`src/rtl/sp_ram_bist_pkg.sv`:
```
// Shared definitions for the single-port RAM march-test BIST: defaults,
// FSM state encoding and per-address phase cycle counts.
package sp_ram_bist_pkg;

  localparam int unsigned ADDR_W_DEF = 6;
  localparam int unsigned DATA_W_DEF = 8;

  // Cycles spent per address in each phase of a clean run
  localparam int unsigned W0_CYC_PER_ADDR     = 1;
  localparam int unsigned MARCH0_CYC_PER_ADDR = 2;
  localparam int unsigned MARCH1_CYC_PER_ADDR = 2;
  localparam int unsigned RUN_CYC_PER_ADDR    =
    W0_CYC_PER_ADDR + MARCH0_CYC_PER_ADDR + MARCH1_CYC_PER_ADDR;

  typedef enum logic [2:0] {
    ST_IDLE = 3'd0,
    ST_W0   = 3'd1,
    ST_RD0  = 3'd2,
    ST_CW1  = 3'd3,
    ST_RD1  = 3'd4,
    ST_CK1  = 3'd5,
    ST_DONE = 3'd6
  } state_e;

  function automatic int unsigned run_cycles(input int unsigned addr_w);
    return RUN_CYC_PER_ADDR << addr_w;
  endfunction

endpackage

```
`src/rtl/sp_ram_bist_if.sv`:
```
// RAM port between the BIST initiator (master) and the attached single-port RAM (slave).
interface sp_ram_bist_if
  import sp_ram_bist_pkg::*;
#(
  parameter int unsigned ADDR_W = ADDR_W_DEF,
  parameter int unsigned DATA_W = DATA_W_DEF
);

  logic [ADDR_W-1:0] mem_addr;
  logic [DATA_W-1:0] mem_data;
  logic              mem_we;
  logic [DATA_W-1:0] mem_q;

  modport master (
    output mem_addr,
    output mem_data,
    output mem_we,
    input  mem_q
  );

  modport slave (
    input  mem_addr,
    input  mem_data,
    input  mem_we,
    output mem_q
  );

endinterface

```
`src/rtl/bist_addr_cnt.sv`:
```
// Loadable up/down address counter with terminal-value flags for the march test.
module bist_addr_cnt #(
  parameter int unsigned ADDR_W = 6
) (
  input  logic              clk,
  input  logic              rst_n,
  input  logic              load,
  input  logic [ADDR_W-1:0] load_val,
  input  logic              inc,
  input  logic              dec,
  output logic [ADDR_W-1:0] cnt,
  output logic              is_max,
  output logic              is_zero
);

  logic [ADDR_W-1:0] cnt_q;
  logic [ADDR_W-1:0] cnt_d;

  // Load has priority; inc and dec are never requested together
  always_comb begin
    cnt_d = cnt_q;
    if (load) begin
      cnt_d = load_val;
    end else if (inc) begin
      cnt_d = cnt_q + ADDR_W'(1);
    end else if (dec) begin
      cnt_d = cnt_q - ADDR_W'(1);
    end
  end

  always_ff @(posedge clk or negedge rst_n) begin
    if (!rst_n) begin
      cnt_q <= '0;
    end else begin
      cnt_q <= cnt_d;
    end
  end

  assign cnt     = cnt_q;
  assign is_max  = &cnt_q;
  assign is_zero = ~|cnt_q;

endmodule

```
`src/rtl/sp_ram_bist.sv`:
```
// Three-phase march BIST for a single-port RAM: write P ascending, read P /
// write ~P ascending, read ~P descending; reports pass or the first mismatch.
module sp_ram_bist
  import sp_ram_bist_pkg::*;
#(
  parameter int unsigned ADDR_W = ADDR_W_DEF,
  parameter int unsigned DATA_W = DATA_W_DEF
) (
  input  logic              clk,
  input  logic              rst_n,
  input  logic              start,
  input  logic [DATA_W-1:0] pattern,
  output logic              busy,
  output logic              done,
  output logic              pass,
  output logic              fail,
  output logic [ADDR_W-1:0] err_addr,
  output logic [DATA_W-1:0] err_data,
  sp_ram_bist_if.master     mem
);

  state_e            state_q, state_d;
  logic [DATA_W-1:0] pat_q, pat_d;
  logic              busy_q, busy_d;
  logic              done_q, done_d;
  logic              pass_q, pass_d;
  logic              fail_q, fail_d;
  logic [ADDR_W-1:0] err_addr_q, err_addr_d;
  logic [DATA_W-1:0] err_data_q, err_data_d;
  logic [DATA_W-1:0] data_q, data_d;
  logic              we_q, we_d;

  logic              cnt_load;
  logic              cnt_inc;
  logic              cnt_dec;
  logic [ADDR_W-1:0] cnt;
  logic              cnt_is_max;
  logic              cnt_is_zero;
  logic              cw1_we_c;
  logic              match_p_c;
  logic              match_np_c;

  bist_addr_cnt #(
    .ADDR_W (ADDR_W)
  ) u_addr_cnt (
    .clk      (clk),
    .rst_n    (rst_n),
    .load     (cnt_load),
    .load_val ('0),
    .inc      (cnt_inc),
    .dec      (cnt_dec),
    .cnt      (cnt),
    .is_max   (cnt_is_max),
    .is_zero  (cnt_is_zero)
  );

  assign match_p_c  = (mem.mem_q == pat_q);
  assign match_np_c = (mem.mem_q == ~pat_q);

  // Next-state, counter control and registered-output updates
  always_comb begin
    state_d    = state_q;
    pat_d      = pat_q;
    busy_d     = busy_q;
    done_d     = done_q;
    pass_d     = pass_q;
    fail_d     = fail_q;
    err_addr_d = err_addr_q;
    err_data_d = err_data_q;
    data_d     = data_q;
    we_d       = 1'b0;
    cnt_load   = 1'b0;
    cnt_inc    = 1'b0;
    cnt_dec    = 1'b0;
    cw1_we_c   = 1'b0;

    case (state_q)
      ST_IDLE, ST_DONE: begin
        if (start) begin
          pat_d    = pattern;
          busy_d   = 1'b1;
          done_d   = 1'b0;
          pass_d   = 1'b0;
          fail_d   = 1'b0;
          cnt_load = 1'b1;
          data_d   = pattern;
          we_d     = 1'b1;
          state_d  = ST_W0;
        end
      end
      ST_W0: begin
        if (cnt_is_max) begin
          cnt_load = 1'b1;
          state_d  = ST_RD0;
        end else begin
          cnt_inc = 1'b1;
          we_d    = 1'b1;
        end
      end
      ST_RD0: begin
        data_d  = ~pat_q;
        state_d = ST_CW1;
      end
      ST_CW1: begin
        if (match_p_c) begin
          cw1_we_c = 1'b1;
          if (cnt_is_max) begin
            state_d = ST_RD1;
          end else begin
            cnt_inc = 1'b1;
            state_d = ST_RD0;
          end
        end else begin
          err_addr_d = cnt;
          err_data_d = mem.mem_q;
          fail_d     = 1'b1;
          done_d     = 1'b1;
          busy_d     = 1'b0;
          state_d    = ST_DONE;
        end
      end
      ST_RD1: begin
        state_d = ST_CK1;
      end
      ST_CK1: begin
        if (!match_np_c) begin
          err_addr_d = cnt;
          err_data_d = mem.mem_q;
          fail_d     = 1'b1;
          done_d     = 1'b1;
          busy_d     = 1'b0;
          state_d    = ST_DONE;
        end else if (cnt_is_zero) begin
          err_addr_d = '0;
          err_data_d = '0;
          pass_d     = 1'b1;
          done_d     = 1'b1;
          busy_d     = 1'b0;
          state_d    = ST_DONE;
        end else begin
          cnt_dec = 1'b1;
          state_d = ST_RD1;
        end
      end
      default: begin
        state_d = ST_IDLE;
        busy_d  = 1'b0;
      end
    endcase
  end

  always_ff @(posedge clk or negedge rst_n) begin
    if (!rst_n) begin
      state_q    <= ST_IDLE;
      pat_q      <= '0;
      busy_q     <= 1'b0;
      done_q     <= 1'b0;
      pass_q     <= 1'b0;
      fail_q     <= 1'b0;
      err_addr_q <= '0;
      err_data_q <= '0;
      data_q     <= '0;
      we_q       <= 1'b0;
    end else begin
      state_q    <= state_d;
      pat_q      <= pat_d;
      busy_q     <= busy_d;
      done_q     <= done_d;
      pass_q     <= pass_d;
      fail_q     <= fail_d;
      err_addr_q <= err_addr_d;
      err_data_q <= err_data_d;
      data_q     <= data_d;
      we_q       <= we_d;
    end
  end

  assign busy     = busy_q;
  assign done     = done_q;
  assign pass     = pass_q;
  assign fail     = fail_q;
  assign err_addr = err_addr_q;
  assign err_data = err_data_q;

  // The CW1 write depends on this cycle's read data, so it cannot be registered
  assign mem.mem_addr = cnt;
  assign mem.mem_data = data_q;
  assign mem.mem_we   = we_q | cw1_we_c;

endmodule

```
`src/flat_wrapper.sv`:
```
// flat-port wrapper written by rule: the top's interface ports become plain ports
module sp_ram_bist_flat import sp_ram_bist_pkg::*;
#(
  parameter int unsigned ADDR_W = ADDR_W_DEF,
  parameter int unsigned DATA_W = DATA_W_DEF
)
  (clk, rst_n, start, pattern, busy, done, pass, fail, err_addr, err_data, mem_mem_addr, mem_mem_data, mem_mem_we, mem_mem_q);
  sp_ram_bist_if #(.ADDR_W(ADDR_W), .DATA_W(DATA_W)) mem_i ();
  input  logic clk;
  input  logic rst_n;
  input  logic start;
  input  logic [DATA_W-1:0] pattern;
  output logic busy;
  output logic done;
  output logic pass;
  output logic fail;
  output logic [ADDR_W-1:0] err_addr;
  output logic [DATA_W-1:0] err_data;
  output wire logic [$bits(mem_i.mem_addr)-1:0] mem_mem_addr;
  output wire logic [$bits(mem_i.mem_data)-1:0] mem_mem_data;
  output wire logic [$bits(mem_i.mem_we)-1:0] mem_mem_we;
  input wire logic [$bits(mem_i.mem_q)-1:0] mem_mem_q;
  assign mem_mem_addr = mem_i.mem_addr;
  assign mem_mem_data = mem_i.mem_data;
  assign mem_mem_we = mem_i.mem_we;
  assign mem_i.mem_q = mem_mem_q;
  sp_ram_bist #(.ADDR_W(ADDR_W), .DATA_W(DATA_W)) u_core (.clk(clk), .rst_n(rst_n), .start(start), .pattern(pattern), .busy(busy), .done(done), .pass(pass), .fail(fail), .err_addr(err_addr), .err_data(err_data), .mem(mem_i));
endmodule
```
`config.mk`:
```
export PLATFORM = sky130hd
export DESIGN_NAME = sp_ram_bist_flat
export DESIGN_NICKNAME = d
export VERILOG_FILES = /design/src/rtl/sp_ram_bist_pkg.sv /design/src/rtl/sp_ram_bist_if.sv /design/src/rtl/bist_addr_cnt.sv /design/src/rtl/sp_ram_bist.sv /design/src/flat_wrapper.sv
export SDC_FILE = /design/constraint.sdc
export NUM_CORES = 1
export LEC_CHECK = 0
export CAP_MARGIN = 30
export CELL_PAD_IN_SITES_DETAIL_PLACEMENT = 1
export CELL_PAD_IN_SITES_GLOBAL_PLACEMENT = 2
export CORE_MARGIN = 2
export CORE_UTILIZATION = 25
export DETAILED_ROUTE_END_ITERATION = 10
export GPL_TIMING_DRIVEN = 0
export PLACE_DENSITY_LB_ADDON = 0.1
export SLEW_MARGIN = 10
export SYNTH_ARGS = -nofsm -noshare
export SYNTH_HDL_FRONTEND = slang
export SYNTH_HIERARCHICAL = 1
export SYNTH_SLANG_ARGS = --single-unit
```
`constraint.sdc`:
```
create_clock -name clk -period 7.3 [get_ports clk]
set_input_delay 1.095 -clock clk [delete_from_list [all_inputs] [get_ports clk]]
set_output_delay 1.095 -clock clk [all_outputs]
set_load 0.02 [all_outputs]
```
* Yosys cells after proc, flatten, opt, wreduce, memory -nomap -nowiden
Index checks and enable logic that the tools add are counted.
** Storage, ports and cells
- Flip-flop bits (word level) :: 44
- Input port bits :: 19
- Output and inout bits :: 33
- Logic and storage cells :: 95
** Cells by class
- Add/subtract/negate cells :: 2
- Eq/ne operators :: 15
- Multiplexer cells :: 46
- Bitwise logic cells :: 3
- Reductions and logical operators :: 18
** Operators by type and width (count)
- 6-bit 2-to-1 mux :: 6
- 8-bit 2-to-1 mux :: 4
- 8-bit one-hot mux with 2 select lines :: 2
- 1-bit 2-to-1 mux :: 19
- 3-bit one-hot mux with 6 select lines :: 1
- 8-bit == test :: 2
- 4-bit AND reduction :: 4
- 3-bit 2-to-1 mux :: 5
- 6-bit one-hot mux with 2 select lines :: 1
- 3-bit == test, second input constant :: 3
- 2-bit inequality test, second input constant :: 4
- 8-bit NOT :: 1
- 1-bit one-hot mux with 2 select lines :: 4
- 6-bit by 1-bit adder with 6-bit output, second input constant :: 1
- 3-bit by 2-bit == test with 1-bit output, second input constant :: 2
- 1-bit one-hot mux with 3 select lines :: 2
- 2-bit AND reduction :: 3
- 6-bit AND reduction :: 1
- 2-bit nonzero test :: 3
- 3-bit nonzero test :: 2
- 6-bit OR reduction :: 1
- 6-bit by 1-bit subtractor with 6-bit output, second input constant :: 1
- 2-bit by 1-bit inequality test with 1-bit output, second input constant :: 2
- 1-bit one-hot mux with 4 select lines :: 1
- 9 further kinds :: 9

* Logic depth before layout (Yosys ltp)
Gate-level depths: netlist (run 1).
- Depth in word-level cells :: 7
- Gate-level depth with buffers :: 12
- Depth with buffers taken out :: 12

* Hierarchy
The synthesis (run 1) kept the hierarchy.
** By module, submodules not included
- sp_ram_bist :: times used 1, cells an instance 165, area an instance 1791.7 um2, sequential area each 950.9 um2
- bist_addr_cnt :: times used 1, cells an instance 55, area an instance 488.0 um2, sequential area each 150.1 um2

* Worst setup path before layout (run 1)
Ideal clock, no wire load.
- Path kind :: input to register
- From :: input port mem_mem_q[2]
- To :: register u_core.u_addr_cnt.cnt_q[5] (netlist: u_core/u_addr_cnt/cnt[5])
- Library setup time :: 132 ps
- Data arrival time :: 3506 ps
- Path slack :: 3662 ps
- Stages on the path :: 11
- Cells stage by stage :: xnor2_1 -> and4_2 -> nand2_4 -> a21oi_1 -> inv_1 -> ha_1 -> a211oi_1 -> nor2_1 -> a311o_2 -> xnor2_1 -> o21ai_1
** On the way
- Cells in the longest elaborated chain, start to end :: 5
- Elaborated cells between the ends (all ways) :: 9
- Classes of those cells :: eq/ne (2); mux (6); reduce/logical (1)
** RTL lines
- from (decl) :: line flat_wrapper.sv:22 : input wire logic [$bits(mem_i.mem_q)-1:0] mem_mem_q;
- 8-bit == test (*) :: line sp_ram_bist.sv:57 : assign match_p_c = (mem.mem_q == pat_q);
- 1-bit 2-to-1 mux (*) :: line sp_ram_bist.sv:105 : if (match_p_c) begin
- 1-bit one-hot mux with 2 select lines (*) :: line sp_ram_bist.sv:77 : case (state_q)
- named net u_core.cnt_inc :: line sp_ram_bist.sv:34 : logic cnt_inc;
- 6-bit 2-to-1 mux :: line bist_addr_cnt.sv:24 : end else if (inc) begin
- 6-bit 2-to-1 mux :: line bist_addr_cnt.sv:22 : if (load) begin
- to (signal assigned) :: line bist_addr_cnt.sv:35 : cnt_q <= cnt_d;
- to (decl) :: line bist_addr_cnt.sv:16 : logic [ADDR_W-1:0] cnt_q;
Mark *: on every way through the listed nets, which the timed path passes. The rest lies on a longest branch.
A chain may end at the register's enable or synchronous reset.

* Worst setup path in the final report (run 1)
- From :: input port mem_mem_q[5]
- To :: output port mem_mem_we
** On the way
- Cells in the longest elaborated chain, start to end :: 4
** RTL lines
- 8-bit == test :: line sp_ram_bist.sv:57
- 1-bit 2-to-1 mux :: line sp_ram_bist.sv:105
- 1-bit 2-to-1 mux :: line sp_ram_bist.sv:77
- 1-bit OR :: line sp_ram_bist.sv:188 : assign mem.mem_we = we_q | cw1_we_c;
- to (decl) :: line flat_wrapper.sv:21 : output wire logic [$bits(mem_i.mem_we)-1:0] mem_mem_we;
No other way between the ends.

==> impl_summary.txt, run 1 <==
----------------------------------------------------
[Logic synthesis]
  Synthesized-area fraction occupied by ao, oa, aoi and oai cells ... 19.9%
  Leading cell types by total area after synthesis ... sky130_fd_sc_hd__dfrtp_1, sky130_fd_sc_hd__nand2_1, sky130_fd_sc_hd__a22o_2
  Asr flop ratio synth ... 100%
  Mux contribution to synthesized area ... 1.87%
  Post-synthesis cell type count ... 55
  Xor/xnor share of the synthesized area ... 4.99%
  Share of synthesized cell area in and, or, nand and nor gates ... 18.2%
  Register bit count reported by yosys ... 44
  Main flop type after synthesis ... sky130_fd_sc_hd__dfrtp_1
  Number of synthesized flops with an enable pin ... 0
  Adder-cell share of the synthesized area ... 3.07%
  Synthesis Warnings ... 6
  Share of the yosys chip area belonging to registers ... 48.3%
  Summed instance area of the synthesized netlist ... 2280 sq um
  Synth area leader ... sky130_fd_sc_hd__dfrtp_1
  Synthesized area per cell ... 10.4 sq um
  Dominant combinational cell family by area after synthesis ... compound AO/OA/AOI/OAI gates
  Synthesized instance count ... 220
  Share of the synthesized area in the top cell type ... 48.3%

[STA]
  Final min period ... 4.21 ns
  Final worst-path cycle share ... 57.6%
  Transition time at the pin with the least slew margin ... 0.672 ns
  Final hold vios ... 0
  Worst setup margin ... 3.09 ns
  Largest clock skew in the final design ... 0.00326 ns
  Normalized max-slew margin ... 55.0%
  Setup violators final ... 0
  Final Max Tran Viols ... 0
  Setup TNS Final ... 0 ns
  Setup repair after global routing missed its margin ... no
  Highest Clock Rate ... 238 MHz

[Placed design]
  Port Buffer Count ... 51
  Routability congestion estimate ... 0.725
  Placed cell count ... 385
  Worst setup timing slack at the placement stage ... 2.77 ns
  Detailed placement HPWL ... 4.86 mm

[Layout]
  Number of antenna diodes ... 0
  Layout Area Growth over Synthesis ... 33.2%
  Share of cells above drive strength 1 ... 14.1%
  Sequential cell area in the final layout ... 1100 sq um
  Multi-input gate area in the final layout ... 1120 sq um
  NumNets Final ... 308
  Fill cell count ... 1003
  Filler-free cell count of the finished design ... 392
  Utilization after layout ... 34.7%

[Detailed routing]
  # DRC ... 0
  Vias/cell ... 4.68
  Post-detailed-route wirelength per cell ... 16.4 um
  First drt pass iteration count ... 5
  Wire length after detailed routing ... 6.41 mm
  DRC violation total after the first TritonRoute iteration ... 29
  Vias ... 1836
  Number of nets with antenna violations after detailed routing ... 0

[Power]
  Fraction of power consumed by the clock network ... 9.6%
  Combinational Power Share ... 59.0%
  Part of the power in registers ... 31.4%
  Pint ... 0.855 mW
  Peak supply drop ... 0.202 mV
  Power Dens Cells ... 495 nW/um^2
  Switching part of the total ... 43.1%
  Leakage power of the design ... 1.31 nW
  NetSw ... 0.649 mW
  Power consumption ... 1.50 mW

[Die]
  Initial Utilization ... 26.0%
  Die outline area ... 9900 sq um
  # rows ... 34
  Count of pins on the block boundary ... 52
  Floorplan die width ... 99.5 um
  Area of the core ... 8760 sq um
  Vert. Die Dim ... 99.5 um

[Clocking]
  Clock tree from TritonCTS ... done
  CTS-repair resized insts ... 0
  Clk slew on worst S/H paths ... 0.08 ns
  Clock Sinks ... 44
  Clock Latency Late Sink ... 0.29 ns
  Number of buffers created by CTS ... 5
  Post-CTS Hold Fix Bufs ... 0
  CTS H-tree depth ... 2
  CTS root buffer ... sky130_fd_sc_hd__clkbuf_8
  Maximum clock insertion buffer count ... 2
  Post-CTS repair timing setup buffer count ... 0

[Worst setup path]
  Data arrival time of the critical path ... 3.11 ns
  WP data required ... 6.20 ns
  Worst Path Max Fanout ... 7
  Element type at the critical path end ... output port
  Worst setup SP type ... primary input
  Worst setup startpoint ... mem_mem_q[5]
  Critical path type ... primary input to output port
  Worst flop-to-flop path startpoint ... u_core/pat_q[7]

[Job]
  Number of max-cap violations ... 0

[GRT]
  Grt ovf ... 0
  Global routing usage summed across all routing layers ... 13.8%
  Via count of the first global-routing pass ... 1971
  First-pass GRT wire length ... 10.8 mm
  Antenna violations before repair ... 0
  Maximum number of pins on one net before global-route repair ... 28

[Hold path]
  Hold path startpoint ... u_core/fail
  Path type of the worst min-delay path ... register to register

[Outcome]
  Result of the run ... finished clean

----------------------------------------------------
path summary, 6_finish.rpt:
kind | to | slack, ns | depth (start not counted)
worst max-delay path | mem_mem_we | 3.09 | 6
worst min-delay path | u_core/fail | 0.49 | 1
worst max register to register | u_core/u_addr_cnt/cnt[5] | 3.93 | 11
worst min register to register | u_core/fail | 0.49 | 1
max in group asynchronous | u_core/fail | 6.06 | 2
min in group asynchronous | u_core/mem.mem_data[3] | 0.74 | 1
area by class of cell:
class	count	area share, %
plain buffers	9	2.02
well taps	108	4.45
clock inverters	1	0.165
repair buffers	52	17.3
multi-input cells	167	36.8
inverters	5	0.618
clock buffers	6	2.39
flip-flops and latches	44	36.3
per-layer routing:
metal  global-route usage [%]  up-vias  routed length [um]
met5                        0        -                   0
met4                     3.16        0                  53
met3                     3.02        5                 250
met2                     22.0       34                3010
met1                     19.1      889                3100
li1                         -      908                   -
cell families (layout without fill, tap and decap cells):
| logic type | Yosys count | count (layout) |
|---|---|---|
| xor gates and xnor gates | 13 | 13 |
| muxes | 4 | 4 |
| other | 1 | 6 |
| AOI/OAI and AO/OA | 58 | 58 |
| DFF | 44 | 44 |
| and+or+nand+nor | 81 | 81 |
| buffers and inverters | 14 | 73 |
| adders and majority gates | 5 | 5 |
cell usage in the layout (no fill, tap or decap), types with 3 or more instances in the layout:
master,Yosys,layout
sky130_fd_sc_hd__inv_1,5,5
sky130_fd_sc_hd__o21ai_0,10,10
sky130_fd_sc_hd__a31oi_1,3,3
sky130_fd_sc_hd__xnor2_1,10,10
sky130_fd_sc_hd__clkdlybuf4s50_1,0,50
sky130_fd_sc_hd__a22o_2,13,13
sky130_fd_sc_hd__ha_1,4,4
sky130_fd_sc_hd__dfrtp_1,44,44
sky130_fd_sc_hd__buf_2,2,3
sky130_fd_sc_hd__xor2_1,3,3
sky130_fd_sc_hd__o211ai_1,6,6
sky130_fd_sc_hd__nand3_1,3,3
sky130_fd_sc_hd__clkbuf_1,3,4
sky130_fd_sc_hd__nor2_1,13,13
sky130_fd_sc_hd__nand2_1,44,44
sky130_fd_sc_hd__nor2b_1,3,3
sky130_fd_sc_hd__conb_1,1,6
sky130_fd_sc_hd__a21oi_1,7,7
sky130_fd_sc_hd__clkbuf_8,1,6
per-stage QoR:
step	instance area [sq um]	hold WS, ns
after global routing	3040	0.527
after detailed placement	2960	0.479
final	3040	0.495
after floorplan	2300	0.488
after CTS	3040	0.498
after global placement	2940	0.475
cells in the mapped netlist (all sizes together), types with 2 or more instances:
library cell,count
nand2,45
dfrtp,44
a22o,15
nor2,13
o21ai,11
xnor2,10
a21oi,7
o211ai,6
buf,5
inv,5
clkbuf,4
ha,4
a31oi,3
nand3,3
nor2b,3
xor2,3
a21o,2
and2,2
and4,2
mux2,2
mux2i,2
nor4,2
o21a,2
o31ai,2
worst max-delay path, stage by stage:
cell	delay, ns
sky130_fd_sc_hd__clkdlybuf4s50_1	0.48
sky130_fd_sc_hd__xnor2_1	0.33
sky130_fd_sc_hd__and4_2	0.34
sky130_fd_sc_hd__nand2_4	0.10
sky130_fd_sc_hd__o21bai_1	0.15
sky130_fd_sc_hd__clkdlybuf4s50_1	0.61
power by group through the flow:
stage	Clock, mW	Sequential (mW)	Combinational (mW)
final	0.145	0.472	0.887
after global routing	0.164	0.497	0.988
after CTS	0.155	0.477	0.904
after detailed placement	0	0.481	0.900
after global placement	0	0.479	0.891
after floorplan	0	0.551	0.494
sequential cells by signal (all words and copies together) (netlist names):
name                   cells
u_core/pat_q               8
u_core/pass                1
u_core/mem.mem_data        8
u_core/we_q                1
u_core/err_addr            6
u_core/busy                1
u_core/err_data            8
u_core/fail                1
u_core/done                1
u_core/state_q             3
u_core/u_addr_cnt/cnt      6
Power figures use the tool's default switching activity.
==> run 2: changes to the inputs <==
==> constraint.sdc (replaced) <==
create_clock -name clk -period 3.85 [get_ports clk]
set_input_delay 0.5775 -clock clk [delete_from_list [all_inputs] [get_ports clk]]
set_output_delay 0.5775 -clock clk [all_outputs]
set_load 0.02 [all_outputs]
==> impl_summary.txt, run 2 (synthesis gave the netlist of run 1 again) <==
----------------------------------------------------
[Clocking]
  Clk slew on worst S/H paths ... 0.08 ns (about the same)
  CTS root buffer ... sky130_fd_sc_hd__clkbuf_8 (unchanged)
  CTS H-tree depth ... 2 (unchanged)
  Clock Latency Late Sink ... 0.29 ns (about the same)
  Maximum clock insertion buffer count ... 2 (unchanged)
  Number of buffers created by CTS ... 5 (unchanged)
  Post-CTS repair timing setup buffer count ... 0 (unchanged)
  Clock tree from TritonCTS ... done (unchanged)
  Clock Sinks ... 44 (unchanged)

[STA]
  Transition time at the pin with the least slew margin ... 0.670 ns (was 0.672 ns)
  Largest clock skew in the final design ... 0.00325 ns (was 0.00326 ns)
  Normalized max-slew margin ... 55.2% (was 55.0%)
  Worst setup margin ... 0.371 ns (was 3.09 ns)
  Highest Clock Rate ... 287 MHz
  Setup repair after global routing missed its margin ... no (unchanged)
  Setup violators final ... 0 (unchanged)
  Final hold vios ... 0 (unchanged)
  Final min period ... 3.48 ns
  Final worst-path cycle share ... 90.4%
  Setup TNS Final ... 0 ns (unchanged)
  Final Max Tran Viols ... 0 (unchanged)

[Layout]
  NumNets Final ... 308 (unchanged)
  Layout Area Growth over Synthesis ... 33.4% (was 33.2%)
  Most common cell after layout, fill and taps aside ... sky130_fd_sc_hd__clkdlybuf4s50_1 (unchanged)
  Most frequent cells in the layout ... sky130_fd_sc_hd__clkdlybuf4s50_1, sky130_fd_sc_hd__nand2_1, sky130_fd_sc_hd__dfrtp_1 (unchanged)
  Filler-free cell count of the finished design ... 392 (unchanged)
  Multi-input gate area in the final layout ... 1120 sq um (about the same)
  Share of cells above drive strength 1 ... 14.4% (was 14.1%)
  Sequential cell area in the final layout ... 1100 sq um (unchanged)
  Number of antenna diodes ... 0 (unchanged)
  Fill cell count ... 1002 (was 1003)

[Detailed routing]
  # DRC ... 0 (unchanged)
  First drt pass iteration count ... 5 (unchanged)
  Vias ... 1837 (was 1836)
  DRC violation total after the first TritonRoute iteration ... 29 (unchanged)
  Wire length after detailed routing ... 6.43 mm (was 6.41 mm)
  Post-detailed-route wirelength per cell ... 16.4 um (about the same)
  Number of nets with antenna violations after detailed routing ... 0 (unchanged)
  Vias/cell ... 4.69 (was 4.68)

[GRT]
  Grt ovf ... 0 (unchanged)
  Maximum number of pins on one net before global-route repair ... 28 (unchanged)
  Via count of the first global-routing pass ... 1971 (unchanged)
  Global routing usage summed across all routing layers ... 13.8% (unchanged)
  Antenna violations before repair ... 0 (unchanged)
  First-pass GRT wire length ... 10.8 mm (unchanged)

[Die]
  Initial Utilization ... 26.0% (unchanged)
  # rows ... 34 (unchanged)
  Count of pins on the block boundary ... 52 (unchanged)
  Floorplan die width ... 99.5 um (unchanged)
  Vert. Die Dim ... 99.5 um (unchanged)
  Area of the core ... 8760 sq um (unchanged)
  Die outline area ... 9900 sq um (unchanged)

[Power]
  Power Dens Cells ... 939 nW/um^2 (was 495 nW/um^2)
  Peak supply drop ... 0.384 mV (was 0.202 mV)
  Leakage power of the design ... 1.31 nW (about the same)

[Placed design]
  Port Buffer Count ... 51 (unchanged)
  Worst setup timing slack at the placement stage ... -0.166 ns (was 2.77 ns)
  Detailed placement HPWL ... 4.86 mm (unchanged)
  Placed cell count ... 385 (unchanged)
  Routability congestion estimate ... 0.725 (unchanged)

[Worst setup path]
  Worst-path cell with the longest stage delay ... sky130_fd_sc_hd__clkdlybuf4s50_1 (unchanged)
  Critical path's most frequent cell ... sky130_fd_sc_hd__xnor2_1 (was sky130_fd_sc_hd__clkdlybuf4s50_1)
  Element type at the critical path end ... register (was output port)
  Worst setup SP type ... primary input (unchanged)
  List of cells traversed by the critical path ... clkdlybuf4s50_1, xnor2_1, and4_2, nand2_4, a21oi_2, inv_1, ha_1, o21ai_0, nor2_1, a311o_2, xnor2_1, o21ai_1 (was clkdlybuf4s50_1, xnor2_1, and4_2, nand2_4, o21bai_1, clkdlybuf4s50_1)
  Worst Path Max Fanout ... 7 (unchanged)
  Critical path type ... primary input to register (was primary input to output port)
  Data arrival time of the critical path ... 3.64 ns (was 3.11 ns)
  WP data required ... 4.01 ns (was 6.20 ns)
  Crit-path max cell delay ... 0.48 ns (was 0.61 ns)

[Hold path]
  Path type of the worst min-delay path ... primary input to async pin (was register to register)

[Outcome]
  Result of the run ... finished clean (unchanged)

[Job]
  Number of max-cap violations ... 0 (unchanged)

----------------------------------------------------
[run 2: cell counts in the layout (fill, tap and decap cells not counted)]
No cell type changed its count.
[run 2: stage by stage]
| stage | util (%) | hold WS (ns) | total power [mW] | area [sq um] |
|---|---|---|---|---|
| after floorplan | - | 0.282 | 1.98 | 2300 |
| after CTS | 34.7 | 0.231 | 2.91 | 3040 |
| after detailed placement | 33.8 | 0.479 | 2.62 | 2960 |
| final | 34.7 | 0.223 | 2.86 | 3040 |
| after global placement | 33.6 | 0.475 | 2.60 | 2940 |
| after global routing | 34.7 | 0.237 | 3.13 | 3040 |
[run 2: cell type report]
cell class                 instances  share of cell area, %
buffer                             9                   2.02
clock buffer                       6                   2.39
clock inverter                     1                  0.165
inverter                           5                  0.617
multi-input combinational        167                   36.9
sequential                        44                   36.2
tap                              108                   4.44
timing repair buffer              52                   17.3
[run 2: what timing repair did]
action / CTS / global route
endpoints found under the hold margin: 0 / 0
endpoints found under the setup margin: 0 / 2
resized for setup: 0 / 1
hold buffers: 0 / 0
[run 2: report_power, final]
part | switching [mW] | leakage [nW] | internal (mW) | total [mW]
Clock | 0.151 | 0.0410 | 0.124 | 0.275
Combinational | 0.879 | 0.729 | 0.807 | 1.69
Sequential | 0.203 | 0.542 | 0.692 | 0.895
Total | 1.23 | 1.31 | 1.62 | 2.86
[run 2: layer usage]
layer | track usage (%) | vias up | wire [um]
li1 | - | 908 | -
met1 | 19.1 | 890 | 3110
met2 | 22.0 | 34 | 3010
met3 | 3.02 | 5 | 250
met4 | 3.16 | 0 | 53
met5 | 0 | - | 0
[run 2: path summary, 6_finish.rpt]
kind	start	endpoint	slack [ns]	depth (start not counted)
hold / removal	rst_n	u_core/mem.mem_data[3]	0.22	1
setup reg to reg	u_core/pat_q[7]	u_core/u_addr_cnt/cnt[5]	0.66	11
setup / recovery	mem_mem_q[5]	u_core/u_addr_cnt/cnt[5]	0.37	12
min in group clk	u_core/fail	u_core/fail	0.49	1
hold reg to reg	u_core/fail	u_core/fail	0.49	1
max in group asynchronous	rst_n	u_core/fail	3.13	2
[run 2: critical path: cells and delay by family]
kind	cells	cell delay [ns]
compound gates	4	1.02
buf+inv	2	0.67
simple gates	3	0.52
xor+xnor	2	0.46
fa+ha+maj	1	0.39
==> run 3: changes to the inputs <==
--- a/config.mk
+++ b/config.mk
@@ -6,13 +6,11 @@
 export NUM_CORES = 1
 export LEC_CHECK = 0
 export CAP_MARGIN = 30
-export CELL_PAD_IN_SITES_DETAIL_PLACEMENT = 1
-export CELL_PAD_IN_SITES_GLOBAL_PLACEMENT = 2
 export CORE_MARGIN = 2
 export CORE_UTILIZATION = 25
 export DETAILED_ROUTE_END_ITERATION = 10
 export GPL_TIMING_DRIVEN = 0
-export PLACE_DENSITY_LB_ADDON = 0.1
+export SETUP_SLACK_MARGIN = 0.4
 export SLEW_MARGIN = 10
 export SYNTH_ARGS = -nofsm -noshare
 export SYNTH_HDL_FRONTEND = slang
==> impl_summary.txt, run 3 (synthesis gave the netlist of run 1 again) <==
----------------------------------------------------
[Worst setup path]
  End of the worst register-to-register path ... u_core/u_addr_cnt/cnt[4] (was u_core/u_addr_cnt/cnt[5])
  Cell depth of the worst setup path ... 12 (unchanged)
  Element type at the critical path end ... register (unchanged)
  Worst Path Max Fanout ... 7 (unchanged)
  Data arrival time of the critical path ... 3.43 ns (was 3.64 ns)
  WP data required ... 4.03 ns (was 4.01 ns)
  Top Family by Delay on Critical Path ... compound AO/OA/AOI/OAI gates (unchanged)
  Worst reg-to-reg setup slack ... 0.92 ns (was 0.66 ns)
  List of cells traversed by the critical path ... clkdlybuf4s50_1, xnor2_2, and4_2, nand2_4, a21oi_4, inv_2, fa_1, a21o_1, a21oi_1, xor2_1, o21ai_0, mux2_2 (was clkdlybuf4s50_1, xnor2_1, and4_2, nand2_4, a21oi_2, inv_1, ha_1, o21ai_0, nor2_1, a311o_2, xnor2_1, o21ai_1)
  Crit-path max cell delay ... 0.48 ns (about the same)
  Worst reg-to-reg path cell count ... 11 (unchanged)
  Worst setup SP type ... primary input (unchanged)
  Worst Path Buf+Inv ... 2 (unchanged)
  Critical path type ... primary input to register (unchanged)
  Worst-path cell with the longest stage delay ... sky130_fd_sc_hd__clkdlybuf4s50_1 (unchanged)
  Worst flop-to-flop path startpoint ... u_core/pat_q[1] (was u_core/pat_q[7])

[Placed design]
  Routability congestion estimate ... 0.788 (was 0.725)
  Port Buffer Count ... 51 (unchanged)
  Post-Place Cell Area ... 2970 sq um (was 2960 sq um)
  Placed cell count ... 385 (unchanged)
  Detailed placement HPWL ... 4.37 mm (was 4.86 mm)

[Die]
  Vert. Die Dim ... 99.5 um (unchanged)
  # rows ... 34 (unchanged)
  Floorplan die width ... 99.5 um (unchanged)
  Area of the core ... 8760 sq um (unchanged)
  Count of pins on the block boundary ... 52 (unchanged)
  Initial Utilization ... 26.0% (unchanged)
  Die outline area ... 9900 sq um (unchanged)

[Power]
  NetSw ... 1.26 mW (was 1.23 mW)
  Leakage power of the design ... 1.36 nW (was 1.31 nW)
  Fraction of power consumed by the clock network ... 11.3% (was 9.6%)
  Peak supply drop ... 0.416 mV (was 0.384 mV)
  Switching part of the total ... 42.3% (was 43.2%)
  Pint ... 1.72 mW (was 1.62 mW)
  Combinational Power Share ... 58.4% (was 59.0%)
  Power Dens Cells ... 950 nW/um^2 (was 939 nW/um^2)
  Part of the power in registers ... 30.3% (was 31.3%)
  Power consumption ... 2.98 mW (was 2.86 mW)

[Layout]
  Share of cells above drive strength 1 ... 17.7% (was 14.4%)
  Post-route cell area ... 3130 sq um (was 3040 sq um)
  Number of antenna diodes ... 0 (unchanged)
  NumNets Final ... 308 (unchanged)
  Layout Area Growth over Synthesis ... 37.5% (was 33.4%)
  Fill cell count ... 877 (was 1002)
  Most frequent cells in the layout ... sky130_fd_sc_hd__clkdlybuf4s50_1, sky130_fd_sc_hd__nand2_1, sky130_fd_sc_hd__dfrtp_1 (unchanged)
  Filler-free cell count of the finished design ... 391 (was 392)
  Most common cell after layout, fill and taps aside ... sky130_fd_sc_hd__clkdlybuf4s50_1 (unchanged)

[Clocking]
  Clk slew on worst S/H paths ... 0.08 ns (about the same)
  Clock Latency Late Sink ... 0.29 ns (about the same)
  Post-CTS repair timing setup buffer count ... 0 (unchanged)
  Post-CTS Hold Fix Bufs ... 0 (unchanged)
  Number of buffers created by CTS ... 5 (unchanged)
  CTS H-tree depth ... 2 (unchanged)
  Clock tree from TritonCTS ... done (unchanged)
  CTS root buffer ... sky130_fd_sc_hd__clkbuf_8 (unchanged)
  Maximum clock insertion buffer count ... 2 (unchanged)
  Clock Sinks ... 44 (unchanged)

[Detailed routing]
  Wire length after detailed routing ... 5.86 mm (was 6.43 mm)
  Post-detailed-route wirelength per cell ... 15.0 um (was 16.4 um)
  Vias ... 1864 (was 1837)
  Vias/cell ... 4.77 (was 4.69)
  First drt pass iteration count ... 4 (was 5)
  DRC violation total after the first TritonRoute iteration ... 64 (was 29)
  Number of nets with antenna violations after detailed routing ... 0 (unchanged)
  # DRC ... 0 (unchanged)

[STA]
  Setup repair after global routing missed its margin ... no (unchanged)
  Normalized max-slew margin ... 52.1% (was 55.2%)
  Highest Clock Rate ... 307 MHz (was 287 MHz)
  Final hold vios ... 0 (unchanged)
  Largest clock skew in the final design ... 0.00787 ns (was 0.00325 ns)
  Final Max Tran Viols ... 0 (unchanged)
  Final min period ... 3.25 ns (was 3.48 ns)
  Final worst-path cycle share ... 84.5% (was 90.4%)
  Setup violators final ... 0 (unchanged)
  Transition time at the pin with the least slew margin ... 0.716 ns (was 0.670 ns)

[GRT]
  Via count of the first global-routing pass ... 1892 (was 1971)
  First-pass GRT wire length ... 9.65 mm (was 10.8 mm)
  Global routing usage summed across all routing layers ... 12.2% (was 13.8%)
  Maximum number of pins on one net before global-route repair ... 24 (was 28)
  Grt ovf ... 0 (unchanged)
  Antenna violations before repair ... 0 (unchanged)

[Hold path]
  Path type of the worst min-delay path ... primary input to async pin (unchanged)

[Job]
  Number of max-cap violations ... 0 (unchanged)

[Outcome]
  Result of the run ... finished clean (unchanged)

----------------------------------------------------
-- run 3: changes by cell type in the layout (fill, tap and decap cells not counted) --
cell	delta
sky130_fd_sc_hd__xnor2_1	-7
sky130_fd_sc_hd__xnor2_2	+7
sky130_fd_sc_hd__a211oi_1	-1
sky130_fd_sc_hd__a211oi_2	+1
sky130_fd_sc_hd__a21oi_2	-1
sky130_fd_sc_hd__a21oi_4	+1
sky130_fd_sc_hd__buf_12	-1
sky130_fd_sc_hd__buf_16	+1
sky130_fd_sc_hd__bufinv_16	+1
sky130_fd_sc_hd__clkbuf_1	-1
sky130_fd_sc_hd__clkinv_2	-1
sky130_fd_sc_hd__inv_1	-1
sky130_fd_sc_hd__inv_2	+1
-- run 3: cell type report --
cell class              instances  area (sq um)  share of cell area [%]
clock buffers                   5          68.8                    2.20
plain buffers                   9          61.3                    1.96
clock inverters                 1          30.0                   0.958
repair buffers                 52           533                    17.0
flip-flops and latches         44          1100                    35.1
well taps                     108           135                    4.31
multi-input cells             167          1190                    37.8
inverters                       5          18.8                   0.599
-- run 3: layer usage --
layer	vias to the layer above	part of all wire, %	track usage [%]
li1	909	-	-
met1	897	47	17.1
met2	53	46	19.3
met3	5	5.9	3.02
met4	0	0.65	2.21
met5	-	0	0
-- run 3: stage by stage --
stage / setup WS (ns) / TNS, ns / hold WS, ns / utilization [%]
after floorplan: 0.729 / 0 / 0.282 / -
after global placement: -0.0815 / -0.134 / 0.480 / 33.6
after detailed placement: -0.103 / -0.204 / 0.483 / 33.9
after CTS: 0.401 / 0 / 0.277 / 35.2
after global routing: 0.457 / 0 / 0.302 / 35.8
final: 0.595 / 0 / 0.263 / 35.8
-- run 3: worst max path at each step --
stage,from,end,slack (ns)
global route,mem_mem_q[5],u_core/u_addr_cnt/cnt[4],0.46
finish,mem_mem_q[2],u_core/u_addr_cnt/cnt[4],0.60
detailed placement,mem_mem_q[7],u_core/u_addr_cnt/cnt[5],-0.10
global placement,mem_mem_q[7],u_core/u_addr_cnt/cnt[5],-0.08
floorplan,mem_mem_q[2],u_core/u_addr_cnt/cnt[5],0.73
CTS,mem_mem_q[3],u_core/u_addr_cnt/cnt[5],0.40
-- run 3: repair_timing --
action | CTS | global route
gates resized for setup | 3 | 8
pin swaps | 0 | 1
endpoints found under the setup margin | 3 | 3
-- run 3: power by group through the flow --
stage / clock network [mW] / logic, mW / registers, mW
floorplan: 0 / 0.936 / 1.05
global placement: 0 / 1.65 / 0.900
detailed placement: 0 / 1.69 / 0.900
CTS: 0.345 / 1.71 / 0.897
global route: 0.360 / 1.89 / 0.941
finish: 0.337 / 1.74 / 0.902
